<file path="config.mk">
export PLATFORM = sky130hd
export DESIGN_NAME = map_lfsr_gen
export DESIGN_NICKNAME = d
export VERILOG_FILES = /design/src/rtl/map_lfsr_gen.sv
export SDC_FILE = /design/constraint.sdc
export NUM_CORES = 1
export LEC_CHECK = 0
export CORE_MARGIN = 2
export CORE_UTILIZATION = 45
export CTS_CLUSTER_DIAMETER = 120
export CTS_CLUSTER_SIZE = 12
export DETAILED_ROUTE_END_ITERATION = 12
export PLACE_DENSITY = 0.71
export RECOVER_POWER = 25
export SETUP_SLACK_MARGIN = 0.4
export SYNTH_ARGS = -nofsm -noshare
export SYNTH_HDL_FRONTEND = slang
export SYNTH_SLANG_ARGS = --single-unit
</file>
<file path="constraint.sdc">
create_clock -name clock -period 2.09 [get_ports clock]
set_input_delay 0.418 -clock clock [delete_from_list [all_inputs] [get_ports clock]]
set_output_delay 0.418 -clock clock [all_outputs]
set_load 0.02 [all_outputs]
</file>
<file path="src/rtl/map_lfsr_gen.sv">
// ----------------------------------------------------------------------------
// map_lfsr_gen
//   Start-triggered LFSR shifter. A rising edge on the (asynchronous) start
//   input loads N into a down-counter and a seed into a Fibonacci LFSR, shifts
//   the LFSR N times, then captures {sr, ^sr} into dp and raises done.
//   In continuous mode the block re-loads the counter after every capture and
//   keeps shifting the same LFSR, so successive results form one chained
//   sequence.
//
// Parameters
//   CW    counter / N width in bits (2..16)
//   SW    LFSR width in bits (4..32)
//   TAPS  SW-bit feedback tap mask
//
// Ports
//   clock    in   single rising-edge clock
//   reset    in   asynchronous active-low reset
//   start    in   asynchronous run request, acted on at its rising edge
//   mode     in   0 = single-shot, 1 = continuous (sampled only at capture)
//   N        in   shift count per run (sampled only in LOAD)
//   seed     in   LFSR seed for the first run (sampled only in LOAD)
//   done     out  registered result-valid flag
//   busy     out  high whenever the FSM is not idle
//   counter  out  remaining shift count
//   sr       out  LFSR contents
//   dp       out  captured result {sr, ^sr}
// ----------------------------------------------------------------------------
module map_lfsr_gen #(
  parameter int unsigned      CW   = 8,
  parameter int unsigned      SW   = 8,
  parameter logic [SW-1:0]    TAPS = 8'hB8
) (
  input  logic          clock,
  input  logic          reset,
  input  logic          start,
  input  logic          mode,
  input  logic [CW-1:0] N,
  input  logic [SW-1:0] seed,
  output logic          done,
  output logic          busy,
  output logic [CW-1:0] counter,
  output logic [SW-1:0] sr,
  output logic [SW:0]   dp
);

  localparam logic [1:0] IDLE    = 2'd0;
  localparam logic [1:0] LOAD    = 2'd1;
  localparam logic [1:0] RUN     = 2'd2;
  localparam logic [1:0] CAPTURE = 2'd3;

  localparam logic [SW-1:0] ONES = '1;

  logic [1:0] state;
  logic       sb0;
  logic       sb1;
  logic       start_edge;
  logic       chain;      // set when LOAD is a continuous re-entry

  // NOTE: the synchroniser resets to 1, not 0, so a start input already held
  // high when reset releases is seen as a steady level rather than a new edge.
  always_ff @(posedge clock or negedge reset) begin
    if (!reset) begin
      sb0 <= 1'b1;
      sb1 <= 1'b1;
    end else begin
      // NOTE: non-blocking assignments make sb1 take the old sb0, giving a
      // two-stage pipeline; blocking here would collapse it to one flop.
      sb0 <= start;
      sb1 <= sb0;
    end
  end

  assign start_edge = sb0 & ~sb1;
  assign busy       = (state != IDLE);

  always_ff @(posedge clock or negedge reset) begin
    if (!reset) begin
      state   <= IDLE;
      counter <= '0;
      sr      <= '0;
      dp      <= '0;
      done    <= 1'b0;
      chain   <= 1'b0;
    end else begin
      case (state)
        IDLE: begin
          // Start edges are only honoured here; in any other state they are
          // dropped, never queued.
          if (start_edge) state <= LOAD;
        end

        LOAD: begin
          counter <= N;
          if (!chain) begin
            // An all-zero LFSR would never leave zero, so substitute all-ones.
            sr <= (seed == '0) ? ONES : seed;
          end else if (sr == '0) begin
            sr <= ONES;
          end
          done  <= 1'b0;
          state <= RUN;
        end

        RUN: begin
          if (counter != '0) begin
            sr      <= {sr[SW-2:0], ^(sr & TAPS)};
            counter <= counter - 1'b1;
          end else begin
            // Counter stops at zero; the capture happens on the next edge.
            state <= CAPTURE;
          end
        end

        CAPTURE: begin
          dp   <= {sr, ^sr};
          done <= 1'b1;
          if (mode) begin
            chain <= 1'b1;
            state <= LOAD;
          end else begin
            chain <= 1'b0;
            state <= IDLE;
          end
        end

        default: state <= IDLE;
      endcase
    end
  end

endmodule

</file>
# ---- After elaboration in Yosys (flattened, before gate mapping)
# Cells that the tools add are included.
# Widths: inputs -> output; s select.
dict set report totals {
  input_bits 20
  regBits 31
  elab_cells 43
}
dict set report op_classes {
  bitwise 2
  reduce_logical 12
  addsub 1
  mux 13
  eq_ne 7
}
# operator count
set op_table {}
lappend op_table {{$mux 8} 5}
lappend op_table {{$pmux 8 s2} 2}
lappend op_table {{$logic_not 8->1} 2}
lappend op_table {{$reduce_xor 8->1} 2}
lappend op_table {{$pmux 2 s4} 1}
lappend op_table {{$reduce_bool 8->1} 1}
lappend op_table {{$sub 8x1->8 const B} 1}
lappend op_table {{$ne 2x2->1 const B} 3}
lappend op_table {{$reduce_bool 2->1} 3}
lappend op_table {{$eq 2x2->1 const B} 2}
lappend op_table {{$mux 2} 2}
lappend op_table {{$reduce_and 2->1} 2}
lappend op_table {{$ne 3x3->1 const B} 1}
lappend op_table {{$reduce_and 3->1} 1}
lappend op_table {{$eq 2x1->1 const B} 1}
lappend op_table {{$logic_not 2->1} 1}
lappend op_table {{$mux 1} 2}
lappend op_table {{$pmux 1 s2} 1}
lappend op_table {{$and 1x1->1} 1}
lappend op_table {{$not 1->1} 1}

# ---- Longest topological paths before layout
dict set report logic_depth {
  ltp_word 4
  ltp_mapped 7
  mapped_depth_nobuf 6
}

# ---- Least setup slack after synthesis
# OpenSTA, ideal clock, no wires.
dict set report synth_timing {
  path_type {reg2reg}
  from {reg counter[0]}
  to {reg sr[0]}
  n_path_buf 0
  path_stages_with_launch 7
  path_slack_ns 0.150
  t_arrival_ns 1.813
  required_time_ns 1.962
  path_cell_list {dfrtp_1 inv_1 ha_1 nor4b_4 nand2_2 o21ai_4 mux2_1}
}
dict set report synth_via {
  elab_chain_len 3
}
# item line
set synth_lines {}
lappend synth_lines {{from (decl)} 41} ;# output logic [CW-1:0] counter,
lappend synth_lines {{from (signal assigned)} 107} ;# counter <= counter - 1'b1;
lappend synth_lines {{$reduce_bool 8->1} 105} ;# if (counter != '0) begin
lappend synth_lines {{$ne 2x2->1 (no line)} -}
lappend synth_lines {{$reduce_and 3->1 (no line)} -}
lappend synth_lines {{to (signal assigned)} 96} ;# sr <= (seed == '0) ? ONES : seed;
lappend synth_lines {{to (signal assigned)} 106} ;# sr <= {sr[SW-2:0], ^(sr & TAPS)};
lappend synth_lines {{to (decl)} 42} ;# output logic [SW-1:0] sr,
# No other way between the ends.
# A chain may end at the register's enable or synchronous reset.

# ---- Final worst setup path
dict set report layout_timing {
  from {in seed[6]}
  to {reg sr[0]}
}
dict set report layout_via {
  elab_chain_len 4
}
# item line
set layout_lines {}
lappend layout_lines {{from (decl)} 38} ;# input logic [SW-1:0] seed,
lappend layout_lines {{$logic_not 8->1} 96}
lappend layout_lines {{$mux 8} 96}
lappend layout_lines {{$mux 8} 94} ;# if (!chain) begin
lappend layout_lines {{$pmux 8 s2} 85} ;# case (state)
# No other way between the ends.

==> key figures <==
Critical path
  • Crit Path Max Fanout: 2
  • Critical path buffers and inverters: 1
  • Slowest stage cell, crit path: sky130_fd_sc_hd__or4_1
  • WP depth: 5
  • WS Path Type: input port to register
  • Kind of start point of the critical path: input port
  • Worst Setup End Kind: register
  • Crit path max-delay family: simple AND/OR/NAND/NOR gates
  • CP Data Required Time: 2.32 ns
  • Highest cell delay on the worst timing path: 0.53 ns
  • Data arrival time at the worst-slack endpoint: 1.92 ns
  • Crit-path cells: buf_6, or4_4, or4_1, a22oi_1, mux2_4
  • Reg2reg path depth: 7

Route
  • Number of nets with antenna violations after detailed routing: 0
  • Remaining design rule violation count: 0
  • Final Routed Wirelength: 4.48 mm
  • Routed length on met2: 2.25 mm
  • DRC marker count from the first detailed-route iteration: 63
  • Number of detailed-route iterations in the first pass: 4
  • Via count of the routed design: 1,551
  • Routed wire length per instance: 15.9 um
  • Via-per-instance ratio: 5.50
  • Uppermost metal layer occupied by signal nets: met4
  • Detailed-routing wirelength on met1: 1.90 mm
  • Met3 wire len: 223 um

GRT
  • Total congestion overflow after global routing: 0
  • Global-route wire length before repair: 7.02 mm
  • Number of antenna violations at the first check in global routing: 0
  • Pin count of the biggest net entering global routing: 32
  • Overall routing resource usage: 21.6%
  • Via count of the first global-routing pass: 1,521

Logic synthesis
  • Flip-flop and latch count after synthesis: 31
  • Top cell type by total area after synthesis: sky130_fd_sc_hd__dfrtp_1
  • Syn nets: 196
  • Commonest register cell after synthesis: sky130_fd_sc_hd__dfrtp_1
  • Share of the synthesized area in the top cell type: 41.3%
  • Sequential area share after synthesis: 44.3%
  • Post-synth EDFFs: 0
  • Async set-reset flop share out of synthesis: 100%
  • Cell area after synthesis: 1760 um^2
  • Cells taking the most area after synthesis: sky130_fd_sc_hd__dfrtp_1 (41%), sky130_fd_sc_hd__ha_1 (7.1%), sky130_fd_sc_hd__mux2i_1 (6.3%)
  • Count of distinct cell types in the synthesized netlist: 41
  • Mean Syn Cell Area: 10.6 um^2
  • Cells after Synth: 166
  • Warning count from the yosys run: 0

Finish
  • Utilization of the core after routing: 70.6%
  • Area overhead of the layout relative to synthesis: 49.3%
  • Antenna fix cells: 0
  • Share of final-layout standard cells stronger than drive strength 1: 29.9%
  • Final non-filler cell area: 2620 um^2
  • Final non-filler cell total: 282
  • Nets: 263

Place
  • Routability-driven placement congestion ratio: 0.832
  • Number of input and output port buffers inserted: 46
  • HPWL reported at the end of detailed placement: 3.06 mm
  • Placement Cell Area: 2360 um^2
  • Post-Place Cells: 265

Worst hold path
  • Path category of the worst min-delay check: register to register
  • Count of cells along the worst hold path: 0

Floorplanning
  • Count of pins on the block boundary: 47
  • Core area: 3720 um^2
  • Row Count: 22
  • Die footprint: 4420 um^2
  • Vertical die dimension: 66.5 um
  • Initial core utilization: 47.3%
  • Width of the chip: 66.5 um

Pwr
  • Switching part of the total power: 43.0%
  • Total net switching power: 0.00193 W
  • Worst ir drop on vdd: 0.877 mV
  • Cell internal pwr: 0.00255 W
  • Leakage Power: 1.17 nW
  • Power per Cell Area: 1710 nW/um^2
  • Combinational cell fraction of total power: 61.3%
  • Part of the power in the clock network: 12.0%
  • Seq pwr share: 26.7%

Clocking
  • CTS tree: yes
  • CTS clock-pin slew for the worst setup and hold paths: 0.07 ns
  • Later-pin clock latency in the skew report: 0.28 ns
  • Number of buffers created by CTS: 5
  • Max clock buf depth: 2
  • Number of clock sinks: 31
  • Root buffer cell: sky130_fd_sc_hd__clkbuf_8
  • H-tree Lvls: 2

Timing
  • Shortest period the worst path allows: 1.69 ns
  • Layout Skew: 0.00359 ns
  • Hold violation total from the final report: 0
  • Worst Max-Slew Pin Slew: 0.767 ns
  • Period utilisation layout: 80.7%
  • Worst slack on hold paths: 0.368 ns
  • Final setup fails: 0
  • Worst slew margin: 48.9%
  • Setup Total Neg Slack: 0 ns
  • RSZ-0062 raised after global routing: true
  • Fmax achieved: 0.593 GHz
  • Max-slew violation total from the final report: 0

Status
  • Run status: finished, final reports clean

Run
  • Max Cap Violations: 0
registers in the layout, summed over array words and instances, names as in the netlist:
name and cells:
dp 9, done 1, state 2, sr 8
sb1 1, counter 8, sb0 1, chain 1
metrics by stage:
| step | worst slack (ns) | power [W] |
|---|---|---|
| 4_1_cts | 0.237 | 0.00427 |
| 2_1_floorplan | 0.221 | 0.00279 |
| 3_5_place_dp | -0.0981 | 0.00374 |
| 3_3_place_gp | -0.0880 | 0.00367 |
| 5_1_grt | 0.372 | 0.00480 |
| 6_report | 0.402 | 0.00448 |
cell usage in the layout, fill, tap and decap left out, types with 5 or more instances in the layout:
cell,instances
sky130_fd_sc_hd__dlygate4sd2_1,16
sky130_fd_sc_hd__xnor2_1,6
sky130_fd_sc_hd__nor2b_1,5
sky130_fd_sc_hd__mux2i_1,11
sky130_fd_sc_hd__nor2_1,7
sky130_fd_sc_hd__ha_1,7
sky130_fd_sc_hd__nand2_1,5
sky130_fd_sc_hd__o22ai_1,6
sky130_fd_sc_hd__dlymetal6s2s_1,7
sky130_fd_sc_hd__inv_1,11
sky130_fd_sc_hd__dfrtp_1,25
sky130_fd_sc_hd__buf_4,16
sky130_fd_sc_hd__mux2_2,9
sky130_fd_sc_hd__clkdlybuf4s50_1,16
sky130_fd_sc_hd__a211oi_1,5
sky130_fd_sc_hd__clkbuf_8,7
Yosys cell counts (all sizes together) (6+ instances only):
master,n
a21oi,6
mux2,11
o22ai,7
a211oi,7
dfrtp,29
nand2,6
nor2,7
mux2i,11
ha,10
inv,15
xnor2,6
logic make-up (layout without fill, tap and decap cells):
logic type / count (synthesis) / after routing / share of synthesized area, %
and+or+nand+nor: 41 / 41 / 14.2
DFF: 31 / 31 / 44.3
muxes: 22 / 22 / 13.3
buffers and inverters: 21 / 89 / 4.48
adders and majority gates: 10 / 10 / 7.12
AOI/OAI and AO/OA: 35 / 35 / 13.6
xor gates and xnor gates: 6 / 6 / 2.99
layout make-up:
| type | count | area [um^2] |
|---|---|---|
| tap | 48 | 60.1 |
| inverter | 15 | 65.1 |
| clock buffer | 7 | 96.3 |
| clock inverter | 1 | 7.51 |
| timing repair buffer | 66 | 603 |
| fill | 305 | 1090 |
| sequential | 31 | 783 |
| multi-input combinational | 114 | 1010 |
power groups by stage:
stage / clock network (W) / registers, W / logic, W
global placement: 0 / 0.00119 / 0.00248
CTS: 0.000545 / 0.00118 / 0.00254
global route: 0.000569 / 0.00125 / 0.00298
floorplan: 0 / 0.00143 / 0.00136
finish: 0.000537 / 0.00120 / 0.00275
detailed placement: 0 / 0.00120 / 0.00254
path summary, 6_finish.rpt:
path | startpoint | endpoint | slack (ns)
worst max-delay path | seed[6] | sr[0]$_DFFE_PN0P_ | 0.40
worst min-delay path | sb0$_DFF_PN1_ | sb1$_DFF_PN1_ | 0.37
worst max register to register | counter[1]$_DFFE_PN0P_ | state[1]$_DFFE_PN0P_ | 0.43
worst min register to register | sb0$_DFF_PN1_ | sb1$_DFF_PN1_ | 0.37
max in group asynchronous | reset | state[0]$_DFFE_PN0P_ | 0.82
min in group asynchronous | reset | counter[7]$_DFFE_PN0P_ | 0.72
metal layers:
metal / vias up / global-route usage (%)
met4: 0 / 9.44
met2: 43 / 36.5
li1: 737 / -
met1: 763 / 25.9
met3: 8 / 5.41
met5: - / 0
timing repair:
item                                    CTS  global route
endpoints found under the setup margin   28            19
pin swaps                                 4             4
endpoints found under the hold margin     0             0
gates resized for setup                  36            30
buffers inserted                          6             3
hold buffers                              0             0
(Power assumes the default switching activity.)
